==> src/rtl/nic_fifo.sv <==
// nic_fifo: NIC between the processor's memory-mapped port and the ring
// router's local port. Output and input words are buffered in FIFOs. A send
// is gated by the virtual-channel bit (bit 0, MSB) against router polarity.

// Count-based circular buffer; head reads 0 while empty.
module nic_fifo_buf #(
  parameter int DEPTH = 4,
  parameter int W     = 64,
  localparam int CNT_W = $clog2(DEPTH) + 1,
  localparam int PTR_W = $clog2(DEPTH)
) (
  input  logic             clk,
  input  logic             reset,
  input  logic             push,
  input  logic [0:W-1]     din,
  input  logic             pop,
  output logic [0:W-1]     head,
  output logic [CNT_W-1:0] count,
  output logic             full,
  output logic             empty
);
  logic [0:W-1]     mem [DEPTH];
  logic [PTR_W-1:0] wptr, rptr;
  logic             do_push, do_pop;

  assign full    = (count == CNT_W'(DEPTH));
  assign empty   = (count == '0);
  // full/empty sampled from the registered count, so a push into a full
  // buffer is dropped even when a pop frees a slot in the same cycle
  assign do_push = push & ~full;
  assign do_pop  = pop  & ~empty;
  assign head    = empty ? '0 : mem[rptr];

  // storage write; contents need no reset since count gates visibility
  always_ff @(posedge clk) begin
    if (do_push) mem[wptr] <= din;
  end

  // pointers wrap naturally (power-of-2 depth); count tracks occupancy
  always_ff @(posedge clk) begin
    if (reset) begin
      wptr  <= '0;
      rptr  <= '0;
      count <= '0;
    end else begin
      if (do_push) wptr <= wptr + 1'b1;
      if (do_pop)  rptr <= rptr + 1'b1;
      case ({do_push, do_pop})
        2'b10:   count <= count + 1'b1;
        2'b01:   count <= count - 1'b1;
        default: count <= count;
      endcase
    end
  end
endmodule

module nic_fifo #(
  parameter int DATA_W    = 64,
  parameter int OUT_DEPTH = 4,
  parameter int IN_DEPTH  = 4
) (
  input  logic              clk,
  input  logic              reset,
  input  logic [1:0]        addr,
  input  logic [0:DATA_W-1] d_in,
  input  logic              nicEn,
  input  logic              nicWrEn,
  output logic [0:DATA_W-1] d_out,
  output logic              net_so,
  input  logic              net_ro,
  output logic [0:DATA_W-1] net_do,
  input  logic              net_polarity,
  input  logic              net_si,
  output logic              net_ri,
  input  logic [0:DATA_W-1] net_di
);
  localparam int OCNT_W = $clog2(OUT_DEPTH) + 1;
  localparam int ICNT_W = $clog2(IN_DEPTH) + 1;

  localparam logic [1:0] A_IN_BUF  = 2'b00;
  localparam logic [1:0] A_IN_STAT = 2'b01;
  localparam logic [1:0] A_OUT_BUF = 2'b10;
  localparam logic [1:0] A_OUT_STAT= 2'b11;

  logic [0:DATA_W-1] out_head, in_head;
  logic [OCNT_W-1:0] out_cnt;
  logic [ICNT_W-1:0] in_cnt;
  logic              out_full, out_empty, in_full, in_empty;
  logic              out_push, in_pop;
  logic [0:DATA_W-1] in_stat, out_stat;

  assign out_push = nicEn & nicWrEn  & (addr == A_OUT_BUF);
  assign in_pop   = nicEn & ~nicWrEn & (addr == A_IN_BUF);

  nic_fifo_buf #(.DEPTH(OUT_DEPTH), .W(DATA_W)) u_out (
    .clk(clk), .reset(reset),
    .push(out_push), .din(d_in),
    .pop(net_so), .head(out_head),
    .count(out_cnt), .full(out_full), .empty(out_empty)
  );

  nic_fifo_buf #(.DEPTH(IN_DEPTH), .W(DATA_W)) u_in (
    .clk(clk), .reset(reset),
    .push(net_si), .din(net_di),
    .pop(in_pop), .head(in_head),
    .count(in_cnt), .full(in_full), .empty(in_empty)
  );

  assign net_do = out_head;
  assign net_ri = ~in_full;
  // send only when the head's channel bit opposes the router's polarity
  assign net_so = ~out_empty & net_ro & (out_head[0] == ~net_polarity);

  // status words: flag in the numeric LSB, occupancy count just above it
  always_comb begin
    in_stat  = '0;
    out_stat = '0;
    in_stat [DATA_W-1-ICNT_W +: ICNT_W+1] = {in_cnt,  ~in_empty};
    out_stat[DATA_W-1-OCNT_W +: OCNT_W+1] = {out_cnt, out_full};
  end

  // registered read port; writes leave d_out untouched
  always_ff @(posedge clk) begin
    if (reset || !nicEn) begin
      d_out <= '0;
    end else if (!nicWrEn) begin
      case (addr)
        A_IN_BUF:   d_out <= in_head;
        A_IN_STAT:  d_out <= in_stat;
        A_OUT_BUF:  d_out <= '0;
        A_OUT_STAT: d_out <= out_stat;
        default:    d_out <= '0;
      endcase
    end
  end
endmodule
==> config.mk <==
export PLATFORM = sky130hd
export DESIGN_NAME = nic_fifo
export DESIGN_NICKNAME = d
export VERILOG_FILES = /design/src/rtl/nic_fifo.sv
export SDC_FILE = /design/constraint.sdc
export NUM_CORES = 1
export LEC_CHECK = 0
export CORE_UTILIZATION = 55
export CTS_CLUSTER_SIZE = 8
export DETAILED_ROUTE_END_ITERATION = 10
export PLACE_DENSITY_LB_ADDON = 0.08
export SLEW_MARGIN = 5
export SYNTH_ARGS = -nofsm -noshare
export SYNTH_HDL_FRONTEND = slang
export SYNTH_SLANG_ARGS = --single-unit
export TNS_END_PERCENT = 20
==> constraint.sdc <==
create_clock -name clk -period 4.9 [get_ports clk]
set_clock_uncertainty 0.15 [all_clocks]
set_input_delay 0.98 -clock clk [delete_from_list [all_inputs] [get_ports clk]]
set_output_delay 0.98 -clock clk [all_outputs]
set_load 0.02 [all_outputs]
==> run_results.csv <==
group,metric,value,unit
global_route,grt_usage,0.220,
detailed_routing,drtIter0Drc,541,
floorplanning,die_area,41300,sq um
cts,cts_buffers,84,
finish,fin_nets,1592,
power_and_ir_drop,p_clk_frac,0.456,
power_and_ir_drop,internal_power,9.24,mW
worst_setup_path,critPathMaxFanout,20,
worst_setup_path,path_class,"flip-flop to output pin",
detailed_routing,wirelength,44700,um
cts,cts_tree,"done",
detailed_routing,post_drt_wl_per_cell,22.0,um
worst_setup_path,endpoint_kind,"output pin",
floorplanning,io_pins,267,
floorplanning,dieHeight,203,um
worst_setup_path,required,3770,ps
sta,relSlewSlack,0.270,
cts,cts_setup_buffers,0,
place,dpl.hpwl,24900,um
cts,htreeDepth,3,
worst_hold_path,min_from,"d_out[8]",
global_route,grt-ovfl-total,0,
sta,fin_crit,3970,ps
finish,final_common_cell,"edfxtp_1",
floorplanning,chipWidth,203,um
global_route,top_usage_layer,"met2",
cts,clock-root-buffer,"clkbuf_16",
flow_run,drv_cap,0,
detailed_routing,vias_per_cell,5.63,
finish,multiInputGateArea,4980,sq um
global_route,grt.met2_usage,0.358,
finish,drive_gt1_frac,0.173,
power_and_ir_drop,peakVddDrop,0.000388,V
synth,netlist_area,22300,sq um
detailed_routing,drc_errors,0,
sta,holdWs,307,ps
finish,regArea,17000,sq um
worst_setup_path,r2r-end,"u_out.count[2]",
synth,synth_fp_nets,1287,
cts,cts.sinks,594,
power_and_ir_drop,pwr-share-seq,0.493,
sta,finalSetupViolations,0,
place,port_buffers,266,
worst_setup_path,rrSetupSlack,1660,ps
cts,cts_resized,0,
power_and_ir_drop,switchingPower,2.27,mW
sta,fin_setup_tns,0,ps
worst_hold_path,hold_end,"d_out[8]",
finish,final_cell_mix,"512 x edfxtp_1, 265 x clkdlybuf4s50_1, 128 x mux4_2",
sta,hold_violations,0,
global_route,global_route.usage.met1,0.282,
floorplanning,coreArea,39800,sq um
cts,hold_buffers,0,
sta,timing.final.crit_share,0.810,
global_route,antenna_found_initial,7,
cts,path_clk_slew,50,ps
detailed_routing,drt_pre_antenna_iters,5,
global_route,grt_pass1_wl,67800,um
finish,post-route-util,0.704,
detailed_routing,ant_nets,0,
worst_setup_path,startpoint_type,"flip-flop",
sta,max_freq,0.252,GHz
synth,ys_types,37,
finish,syn2layout_area_growth,25.8,%
sta,tightestPinTransition,1100,ps
place,place.gp.congestion,0.749,
worst_setup_path,reg2reg_depth,9,
sta,final_max_slew_viol_count,0,
worst_hold_path,hold_depth,2,
synth,ys_seq_area_frac,0.764,
synth,synth_cells,1138,
detailed_routing,num_vias,11400,
cts,clk-insertion-delay-late,590,ps
floorplanning,rows,73,
floorplanning,initial_core_util,0.559,
synth,ys_ff_latch,594,
sta,rsz0062_at_grt,"false",
global_route,grt_max_degree,74,
power_and_ir_drop,p_comb_frac,0.051,
power_and_ir_drop,powerDensity,411,nW/um^2
worst_setup_path,cp.arrival,2840,ps
outcome,outcome,"complete, no violations",
synth,synth_warnings,0,
finish,nFillCells,2547,
global_route,use_met3,0.0673,
worst_hold_path,holdCritPathClass,"flip-flop to flip-flop",
cts,clock_path_buffers,3,
synth,avgSynthCellArea,19.6,sq um
power_and_ir_drop,p_leak,8.70,nW
power_and_ir_drop,p_sw_frac,0.197,
global_route,grt_pass1_vias,11800,
[per-stage QoR]
| stage | total power [mW] | instance area, sq um | std cells | setup slack [ps] |
|---|---|---|---|---|
| final | 11.5 | 28000 | 2027 | 931 |
| after global routing | 11.9 | 28000 | 2026 | 747 |
| after CTS | 11.6 | 28000 | 2026 | 823 |
| after detailed placement | 6.36 | 25600 | 1882 | 1090 |
| after global placement | 6.35 | 25600 | 1882 | 1140 |
| after floorplan | 6.06 | 22300 | 1138 | 1040 |
[Yosys cell counts (all sizes together)]
cell	count	area (sq um)
nand3b	60	450
dfxtp	82	1640
o21ai	5	25.0
fa	2	40.0
and2	5	31.3
or3b	2	17.5
nand2b	1	6.26
buf	17	86.3
mux4	128	2880
clkbuf	49	185
nor2	15	56.3
mux2i	1	10.0
a221oi	4	35.0
a21oi	67	335
xor2	4	35.0
a41oi	1	8.76
edfxtp	512	15400
and3	4	25.0
nor3b	2	20.0
nor3	7	35.0
xnor2	5	51.3
nand2	65	244
or4	1	7.51
or3	2	12.5
mux2	3	33.8
o31ai	1	7.51
nand4b	1	8.76
nor2b	68	425
nor4b	1	8.76
ha	10	125
inv	13	48.8
[power by group through the flow]
stage	Combinational, mW	Sequential [mW]	Clock [mW]
2_1_floorplan	0.287	5.77	0
3_3_place_gp	0.579	5.77	0
3_5_place_dp	0.589	5.77	0
4_1_cts	0.591	5.68	5.37
5_1_grt	0.627	5.68	5.58
6_report	0.582	5.68	5.25
[cell families (layout without fill, tap and decap cells)]
group,after synthesis,after routing,share of synthesized area
AO/OA/AOI/OAI,78,78,0.0185
AND/OR/NAND/NOR,234,234,0.0606
adder cells (fa/ha/maj),12,12,0.00741
flip-flops,594,594,0.764
multiplexers,132,132,0.131
buffers and inverters,79,442,0.0144
XOR/XNOR,9,9,0.00388
other,0,1,0
[worst max path at each step]
stage                          from               to  slack, ps  depth (start not counted)
after floorplan             addr[1]  u_out.mem[0][0]       1040                          4
after global placement      addr[0]    u_in.count[2]       1140                          9
after detailed placement    addr[0]    u_in.count[2]       1090                          9
after CTS                 flip-flop       net_do[21]        820                          4
after global routing      flip-flop       net_do[21]        750                          4
final                     flip-flop       net_do[21]        930                          4
[metal layers]
| layer | vias up | share of wire | wire length, um |
|---|---|---|---|
| met3 | 71 | 0.077 | 3440 |
| met5 | - | 0.0018 | 82 |
| li1 | 5133 | - | - |
| met1 | 5849 | 0.40 | 18100 |
| met2 | 354 | 0.50 | 22300 |
| met4 | 12 | 0.018 | 799 |
[layout make-up]
type,count,area share
well taps,525,0.0234
multi-input cells,465,0.178
clock inverters,1,0.000313
flip-flops and latches,594,0.608
repair buffers,285,0.102
clock buffers,143,0.0867
inverters,13,0.00174
diodes,1,0.0000893
[state kept, by name (all words and copies together), names as in the netlist, named ones only]
| signal | cells |
|---|---|
| u_out.rptr | 2 |
| u_in.wptr | 2 |
| u_out.count | 3 |
| u_in.count | 3 |
| u_in.rptr | 2 |
| d_out | 64 |
| u_out.wptr | 2 |
| u_out.mem | 256 |
| u_in.mem | 256 |
[worst max-delay path, stage by stage (launching register included)]
cell             delay (ps)
dfxtp_4                 510
buf_4                   430
mux4_2                  550
nor2b_1                 170
clkdlybuf4s50_1         590
Power figures use the tool's default switching activity.
